[config.mk]
export PLATFORM = sky130hd
export DESIGN_NAME = sketch_counter_update
export DESIGN_NICKNAME = d
export VERILOG_FILES = /design/src/rtl/sketch_pkg.sv /design/src/rtl/sketch_req_fifo.sv /design/src/rtl/sketch_counter_update.sv
export SDC_FILE = /design/constraint.sdc
export NUM_CORES = 1
export LEC_CHECK = 0
export ABC_AREA = 1
export BUFFER_PORTS_ARGS = -buffer_cell sky130_fd_sc_hd__buf_2
export CAP_MARGIN = 5
export CORE_ASPECT_RATIO = 1.5
export CORE_UTILIZATION = 34
export DETAILED_ROUTE_END_ITERATION = 8
export HOLD_SLACK_MARGIN = 0.12
export PLACE_DENSITY = 0.56
export SYNTH_ARGS = -nofsm -noshare
export SYNTH_HDL_FRONTEND = slang
export SYNTH_SLANG_ARGS = --single-unit
[constraint.sdc]
create_clock -name memclk -period 7.2 [get_ports memclk]
set_clock_uncertainty 0.15 [all_clocks]
set_input_delay 0.36 -clock memclk [delete_from_list [all_inputs] [get_ports memclk]]
set_output_delay 0.36 -clock memclk [all_outputs]
set_load 0.02 [all_outputs]
[src/rtl/sketch_pkg.sv]
// Shared types and constants for the count-min sketch counter update path.
// Request layout, FSM encoding and counter geometry live here.
package sketch_pkg;

    localparam int COL_BITS  = 16;
    localparam int ROW_BITS  = 3;
    localparam int CNT_WIDTH = 32;
    localparam int BYTE_BITS = 16;
    localparam int ADDR_W    = ROW_BITS + COL_BITS;
    localparam int REQ_W     = ADDR_W + BYTE_BITS;

    typedef enum logic [1:0] {
        IDLE    = 2'd0,
        RD_REQ  = 2'd1,
        RD_WAIT = 2'd2,
        WR      = 2'd3
    } state_e;

    typedef struct packed {
        logic [ADDR_W-1:0]    addr;
        logic [BYTE_BITS-1:0] byte_cnt;
    } req_t;

endpackage

[src/rtl/sketch_req_fifo.sv]
// First-word-fall-through request buffer in front of the RMW engine.
// DEPTH must be a power of two so the pointers wrap naturally.
module sketch_req_fifo
    import sketch_pkg::*;
#(
    parameter int DEPTH = 4,
    parameter int W     = REQ_W
) (
    input  logic         clk,
    input  logic         rst,
    input  logic         push,
    input  logic         pop,
    input  logic [W-1:0] din,
    output logic [W-1:0] dout,
    output logic         full,
    output logic         empty
);

    localparam int AW = (DEPTH > 1) ? $clog2(DEPTH) : 1;
    localparam int CW = $clog2(DEPTH + 1);

    logic [W-1:0]  mem_q [DEPTH];
    logic [AW-1:0] wptr_q;
    logic [AW-1:0] rptr_q;
    logic [CW-1:0] cnt_q;
    logic          do_push;
    logic          do_pop;

    assign full    = (cnt_q == CW'(DEPTH));
    assign empty   = (cnt_q == '0);
    assign do_pop  = pop && !empty;
    assign do_push = push && (!full || do_pop);
    assign dout    = mem_q[rptr_q];

    // Pointer and occupancy bookkeeping.
    always_ff @(posedge clk) begin
        if (rst) begin
            wptr_q <= '0;
            rptr_q <= '0;
            cnt_q  <= '0;
        end else begin
            if (do_push) wptr_q <= wptr_q + 1'b1;
            if (do_pop)  rptr_q <= rptr_q + 1'b1;
            cnt_q <= cnt_q + CW'(do_push) - CW'(do_pop);
        end
    end

    // Entry storage; contents are meaningless while empty.
    always_ff @(posedge clk) begin
        if (do_push) mem_q[wptr_q] <= din;
    end

endmodule

[src/rtl/sketch_counter_update.sv]
// Saturating read-modify-write of count-min sketch counters in SRAM.
// One update in flight at a time; requests queue in a small FIFO.
module sketch_counter_update
    import sketch_pkg::*;
#(
    parameter int FIFO_DEPTH = 4,
    parameter int RD_TIMEOUT = 64
) (
    input  logic                 memclk,
    input  logic                 reset,
    input  logic [31:0]          universal_data,
    input  logic [15:0]          sram_id,
    input  logic [15:0]          packet_byte,
    input  logic                 upd_valid,
    output logic                 upd_ready,
    output logic [ADDR_W-1:0]    sram_addr,
    output logic                 sram_rd_en,
    input  logic [CNT_WIDTH-1:0] sram_rd_data,
    input  logic                 sram_rd_valid,
    output logic                 sram_wr_en,
    output logic [CNT_WIDTH-1:0] sram_wr_data,
    input  logic                 sram_ready,
    output logic                 busy,
    output logic [31:0]          upd_count,
    output logic                 sat_flag,
    output logic                 timeout_flag
);

    localparam int TW = $clog2(RD_TIMEOUT + 1);
    localparam logic [TW-1:0] TO_LAST = TW'(RD_TIMEOUT - 1);

    state_e               state_q, state_d;
    logic [ADDR_W-1:0]    addr_q, addr_d;
    logic [BYTE_BITS-1:0] byte_q, byte_d;
    logic [CNT_WIDTH-1:0] sum_q, sum_d;
    logic [TW-1:0]        timer_q, timer_d;
    logic                 rd_en_q, rd_en_d;
    logic                 wr_en_q, wr_en_d;
    logic [31:0]          cnt_q, cnt_d;
    logic                 sat_q, sat_d;
    logic                 to_q, to_d;

    req_t                 push_req;
    req_t                 pop_req;
    logic [REQ_W-1:0]     fifo_dout;
    logic                 fifo_full;
    logic                 fifo_empty;
    logic                 fifo_push;
    logic                 fifo_pop;
    logic [CNT_WIDTH:0]   sum_w;
    logic                 unused_bits;

    assign push_req.addr     = {sram_id[ROW_BITS-1:0],
                                universal_data[COL_BITS-1:0]};
    assign push_req.byte_cnt = packet_byte;
    assign pop_req           = req_t'(fifo_dout);
    assign fifo_push         = upd_valid && upd_ready;
    assign unused_bits       = ^{universal_data[31:COL_BITS],
                                 sram_id[15:ROW_BITS]};

    sketch_req_fifo #(
        .DEPTH (FIFO_DEPTH),
        .W     (REQ_W)
    ) u_fifo (
        .clk   (memclk),
        .rst   (reset),
        .push  (fifo_push),
        .pop   (fifo_pop),
        .din   (push_req),
        .dout  (fifo_dout),
        .full  (fifo_full),
        .empty (fifo_empty)
    );

    // One extra bit catches the carry that signals saturation.
    assign sum_w = {1'b0, sram_rd_data}
                 + {{(CNT_WIDTH + 1 - BYTE_BITS){1'b0}}, byte_q};

    // Next-state and strobe logic for the RMW sequence.
    always_comb begin
        state_d  = state_q;
        addr_d   = addr_q;
        byte_d   = byte_q;
        sum_d    = sum_q;
        timer_d  = timer_q;
        rd_en_d  = rd_en_q;
        wr_en_d  = wr_en_q;
        cnt_d    = cnt_q;
        sat_d    = sat_q;
        to_d     = to_q;
        fifo_pop = 1'b0;
        unique case (state_q)
            IDLE: begin
                if (!fifo_empty) begin
                    fifo_pop = 1'b1;
                    addr_d   = pop_req.addr;
                    byte_d   = pop_req.byte_cnt;
                    rd_en_d  = 1'b1;
                    state_d  = RD_REQ;
                end
            end
            RD_REQ: begin
                if (sram_ready) begin
                    rd_en_d = 1'b0;
                    timer_d = '0;
                    state_d = RD_WAIT;
                end
            end
            RD_WAIT: begin
                if (sram_rd_valid) begin
                    if (sum_w[CNT_WIDTH]) begin
                        sum_d = '1;
                        sat_d = 1'b1;
                    end else begin
                        sum_d = sum_w[CNT_WIDTH-1:0];
                    end
                    wr_en_d = 1'b1;
                    state_d = WR;
                end else if (timer_q == TO_LAST) begin
                    to_d    = 1'b1;
                    state_d = IDLE;
                end else begin
                    timer_d = timer_q + 1'b1;
                end
            end
            WR: begin
                if (sram_ready) begin
                    wr_en_d = 1'b0;
                    cnt_d   = cnt_q + 32'd1;
                    state_d = IDLE;
                end
            end
            default: state_d = IDLE;
        endcase
    end

    // State and registered outputs; reset aborts any update in flight.
    always_ff @(posedge memclk) begin
        if (reset) begin
            state_q <= IDLE;
            addr_q  <= '0;
            byte_q  <= '0;
            sum_q   <= '0;
            timer_q <= '0;
            rd_en_q <= 1'b0;
            wr_en_q <= 1'b0;
            cnt_q   <= '0;
            sat_q   <= 1'b0;
            to_q    <= 1'b0;
        end else begin
            state_q <= state_d;
            addr_q  <= addr_d;
            byte_q  <= byte_d;
            sum_q   <= sum_d;
            timer_q <= timer_d;
            rd_en_q <= rd_en_d;
            wr_en_q <= wr_en_d;
            cnt_q   <= cnt_d;
            sat_q   <= sat_d;
            to_q    <= to_d;
        end
    end

    assign upd_ready    = !fifo_full;
    assign busy         = (state_q != IDLE) || !fifo_empty;
    assign sram_addr    = addr_q;
    assign sram_rd_en   = rd_en_q;
    assign sram_wr_en   = wr_en_q;
    assign sram_wr_data = sum_q;
    assign upd_count    = cnt_q;
    assign sat_flag     = sat_q;
    assign timeout_flag = to_q;

endmodule

==> results.md <==
- The flow ran to the end, and the final reports show no timing, DRC or antenna violations.
- The number of buffers created by CTS is 27.
- Synthesis handed over a netlist of 1390 instances.
- The worst slew margin relative to its limit is 24.5%.
- The layout cell share with drive strength beyond 1 is 15.3%.
- Pin placement for this block handled 190 I/O pins.
- The switching power summed over all nets is 1.65 mW.
- The highest cell delay on the worst timing path is 580 ps.
- In this run, distinct cell masters in the synthesized netlist total 40.
- The combinational cell fraction of total power is 29.2%.
- The worst setup slack after placement is 4100 ps.
- The mapped netlist covers 0.0119 mm².
- The post-CTS setup buffer count is 0.
- The y dimension of the die is 232 µm.
- The startpoint type of the worst setup path is a primary input.
- The worst endpoint data arrival time is 3360 ps.
- The internal power of the cells totals 3.05 mW.
- The initial antenna violation count is 2.
- The clock network accounts for 30.6% of the total power.
- The average via count per standard cell is 4.65.
- In this run the worst path has a maximum fanout of 14.
- Static timing analysis puts the maximum clock frequency at 325 MHz.
- The dominant synthesized flop cell is sky130_fd_sc_hd__edfxtp_1.
- Entering global routing, the biggest net connects 73 pins.
- The synthesis-to-finish area growth is 22.9%.
- The share of the cycle needed by the critical path after routing is 42.7%.
- The path class of the tightest hold or removal check is in -> reg.
- The number of register bits inferred by synthesis is 259.
- The first-iteration detailed-routing DRC count is 497.
- Summing all multi-input logic gate instances after layout gives 0.00464 mm².
- The class of the most critical setup path is in -> reg.
- The fill cell instance count of the final layout is 3421.
- The kind of cell with the highest combined delay along the critical path is simple AND/OR/NAND/NOR gates.
- After layout, the worst setup slack is 4120 ps.
- The total via count after detailed routing is 9681.
- The overall routed net length is 31900 µm.
- The wire-length estimate of the detail-placed layout is 21200 µm.
- For this design the ratio of total power to cell area is 321 mW/mm².
- The floorplan step defined a die boundary enclosing 0.0359 mm².
- The number of synthesized flops with an enable pin is 140.
- The register area share after synthesis is 55.1%.
- The first global-routing pass estimated 50200 µm of wire.
- The slowest cell on the critical path is sky130_fd_sc_hd__a21oi_2.
- Sequential cells burn 40.2% of the power.
- The number of max-slew violations in the final report is 0.
- The root cell of the clock tree is sky130_fd_sc_hd__clkbuf_16.
- After clock tree synthesis, the repair step resized 0 gates.
- The async set-or-reset flop fraction in the synthesized netlist is 0%.
- The warning count from the yosys run is 0.
- The via count of the first global-routing pass is 9428.
- TritonCTS built the clock tree.
- The area of the core is 0.0344 mm².
- CTS built an H-tree with a depth of 1.
- Counting every net in the synthesized netlist gives 1517.
- The die is 155 µm wide.
- The first-pass iteration count of the detailed router is 5.
- The all-layer global routing usage is 17.9%.
- The clock reaches the later pin of the worst-skew pair after 560 ps.
- The tree built by TritonCTS fans out to 259 sinks.
- Traced cell by cell, the critical path runs through dlygate4sd3_1 -> buf_2 -> ha_1 -> fa_1 -> nand3_1 -> nand3_1 -> nand2_1 -> nand2_2 -> nand2_1 -> nand2_2 -> a21oi_2 -> nand3_1 -> nand2_1 -> inv_1.
- The reported leakage power is 6.23 nW.
- The clock-pin slew of the registers on the worst-case setup and hold paths is 60 ps.
- The hold violation total from the final report is 0.
- Setup repair after global routing left no endpoint under its margin.
- The number of standard-cell rows in the floorplan is 83.
- Summing all flip-flop and latch instances after layout gives 0.00659 mm².
- Once detail routing completed, the nets flagged for antenna violations numbered 0.
- The remaining design rule violation count is 0.
- The largest total area in the synthesized netlist belongs to sky130_fd_sc_hd__edfxtp_1.
- The post-layout net count is 1718.
- The final-report setup violation count is 0.
- The area share of the largest cell type after synthesis is 35.2%.
- The congestion estimate from routability-driven global placement came to 0.874.
- The post-route minimum period is 3080 ps.
- At the worst endpoint, the required time is 7490 ps.
- The number of max-cap violations is 0.
- Ranked by total cell area, the synthesized netlist is headed by sky130_fd_sc_hd__edfxtp_1 (35%), sky130_fd_sc_hd__dfxtp_1 (20%), sky130_fd_sc_hd__nand2_1 (8.3%).
- Power comes to 4.71 mW.
- The largest buffer count on any clock path is 3.
- The pin slew with the least headroom to its limit is 1130 ps.
- Summed over all layers, the global routing overflow is 0.
- The number of buffers and inverters on the critical path is 3.
- After detailed routing, the average wire length per cell comes to 15.3 µm.
- Once the floorplan was initialized, standard cells occupied 34.8% of the core.
- The setup TNS is 0 ps.
- The share of total power consumed by net switching is 35.1%.
- The largest voltage drop on the vdd net is 0.221 mV.
- The worst setup path is captured at a flip-flop.
- In this run the tool buffered the top-level ports with 160 buffer cells.
- The synthesized area per cell is 8.60 µm².
## worst register-to-register path, cell delays in order, from the launching register on
cell and delay, ps:
sky130_fd_sc_hd__dfxtp_1 470, sky130_fd_sc_hd__nand2_1 160, sky130_fd_sc_hd__nor2_4 630, sky130_fd_sc_hd__inv_1 380, sky130_fd_sc_hd__a21oi_2 620, sky130_fd_sc_hd__nand3_1 260, sky130_fd_sc_hd__nand2_1 110, sky130_fd_sc_hd__inv_1 40
## power by group through the flow
stage	Combinational (mW)	Clock, mW	Sequential (mW)
after CTS	1.41	1.49	1.89
after detailed placement	1.38	0	1.92
after global routing	1.57	1.55	1.91
after floorplan	0.897	0	1.96
final	1.37	1.44	1.89
after global placement	1.36	0	1.92
## final timing paths
kind	depth (start not counted)	to	slack [ps]	startpoint
worst min register to register	2	timer_q[5]	310	timer_q[5]
worst max-delay path	14	sram_wr_data[31]	4120	sram_rd_data[0]
worst min-delay path	4	sram_wr_data[15]	180	sram_rd_data[15]
worst max register to register	7	sram_wr_data[31]	4280	state_q[1]
## per-layer routing
layer  vias to the layer above  GRT usage (%)  wire length (µm)
met4                         2           6.10               808
li1                       5000              -                 -
met3                        45           2.28              1170
met1                      4453           20.3             13000
met2                       181           34.1             16900
met5                         -              0                13
## cell type report
class / instances / share of cell area [%]
antenna: 1 / 0.0170
clock buffer: 32 / 4.87
multi-input combinational: 935 / 31.6
clock inverter: 18 / 1.35
sequential: 259 / 44.9
timing repair buffer: 221 / 9.50
tap: 467 / 3.98
inverter: 147 / 3.76
## Yosys cell counts (26+ instances only)
library cell	instances
sky130_fd_sc_hd__nor2_1	237
sky130_fd_sc_hd__a21oi_1	51
sky130_fd_sc_hd__a31oi_1	36
sky130_fd_sc_hd__nand2_1	265
sky130_fd_sc_hd__nor3_1	29
sky130_fd_sc_hd__dfxtp_1	119
sky130_fd_sc_hd__o21ai_0	149
sky130_fd_sc_hd__clkbuf_1	41
sky130_fd_sc_hd__xor2_1	26
sky130_fd_sc_hd__edfxtp_1	140
sky130_fd_sc_hd__inv_1	144
sky130_fd_sc_hd__nand3_1	46
## cells by family (layout without fill, tap and decap cells)
| family | after synthesis | after routing | share of synthesized area, % |
|---|---|---|---|
| other | 0 | 1 | 0 |
| xor gates and xnor gates | 35 | 35 | 2.57 |
| AOI/OAI and AO/OA | 257 | 257 | 11.6 |
| DFF | 259 | 259 | 55.1 |
| buffers and inverters | 196 | 418 | 6.25 |
| and+or+nand+nor | 617 | 617 | 21.6 |
| adders and majority gates | 26 | 26 | 2.85 |
## sequential cells by signal (all words and copies together), names as in the netlist
signal	count
u_fifo.mem_q	140
sram_wr_data	32
upd_count	32
sram_addr	19
byte_q	16
timer_q	7
u_fifo.cnt_q	3
state_q	2
u_fifo.rptr_q	2
u_fifo.wptr_q	2
sat_flag	1
sram_rd_en	1
sram_wr_en	1
timeout_flag	1
## per-stage QoR
stage               area, µm²  util [%]  hold WS, ps  cells
CTS                     14700      42.7          144   2079
global route            14700      42.7          189   2080
detailed placement      13200      38.5          304   1975
finish                  14700      42.7          180   2080
floorplan               11900         -          285   1390
global placement        13200      38.5          294   1975
## layout by cell type, fill, tap and decap left out, types with 9 or more instances in the layout
master / count
sky130_fd_sc_hd__ha_1: 24
sky130_fd_sc_hd__clkbuf_16: 27
sky130_fd_sc_hd__nand2_1: 265
sky130_fd_sc_hd__a21oi_1: 51
sky130_fd_sc_hd__dfxtp_1: 117
sky130_fd_sc_hd__o21ai_0: 149
sky130_fd_sc_hd__o21bai_1: 11
sky130_fd_sc_hd__nor2_1: 233
sky130_fd_sc_hd__dlygate4sd3_1: 54
sky130_fd_sc_hd__nand3_1: 46
sky130_fd_sc_hd__nor3_1: 29
sky130_fd_sc_hd__nand4_1: 9
sky130_fd_sc_hd__a31oi_1: 36
sky130_fd_sc_hd__xnor2_1: 9
sky130_fd_sc_hd__inv_1: 143
sky130_fd_sc_hd__xor2_1: 26
sky130_fd_sc_hd__edfxtp_1: 140
sky130_fd_sc_hd__buf_2: 160
## timing repair
action                     CTS  global route
hold endpoints to repair   160             0
setup endpoints to repair    0             0
hold buffers                54             0
Power figures use the tool's default switching activity.
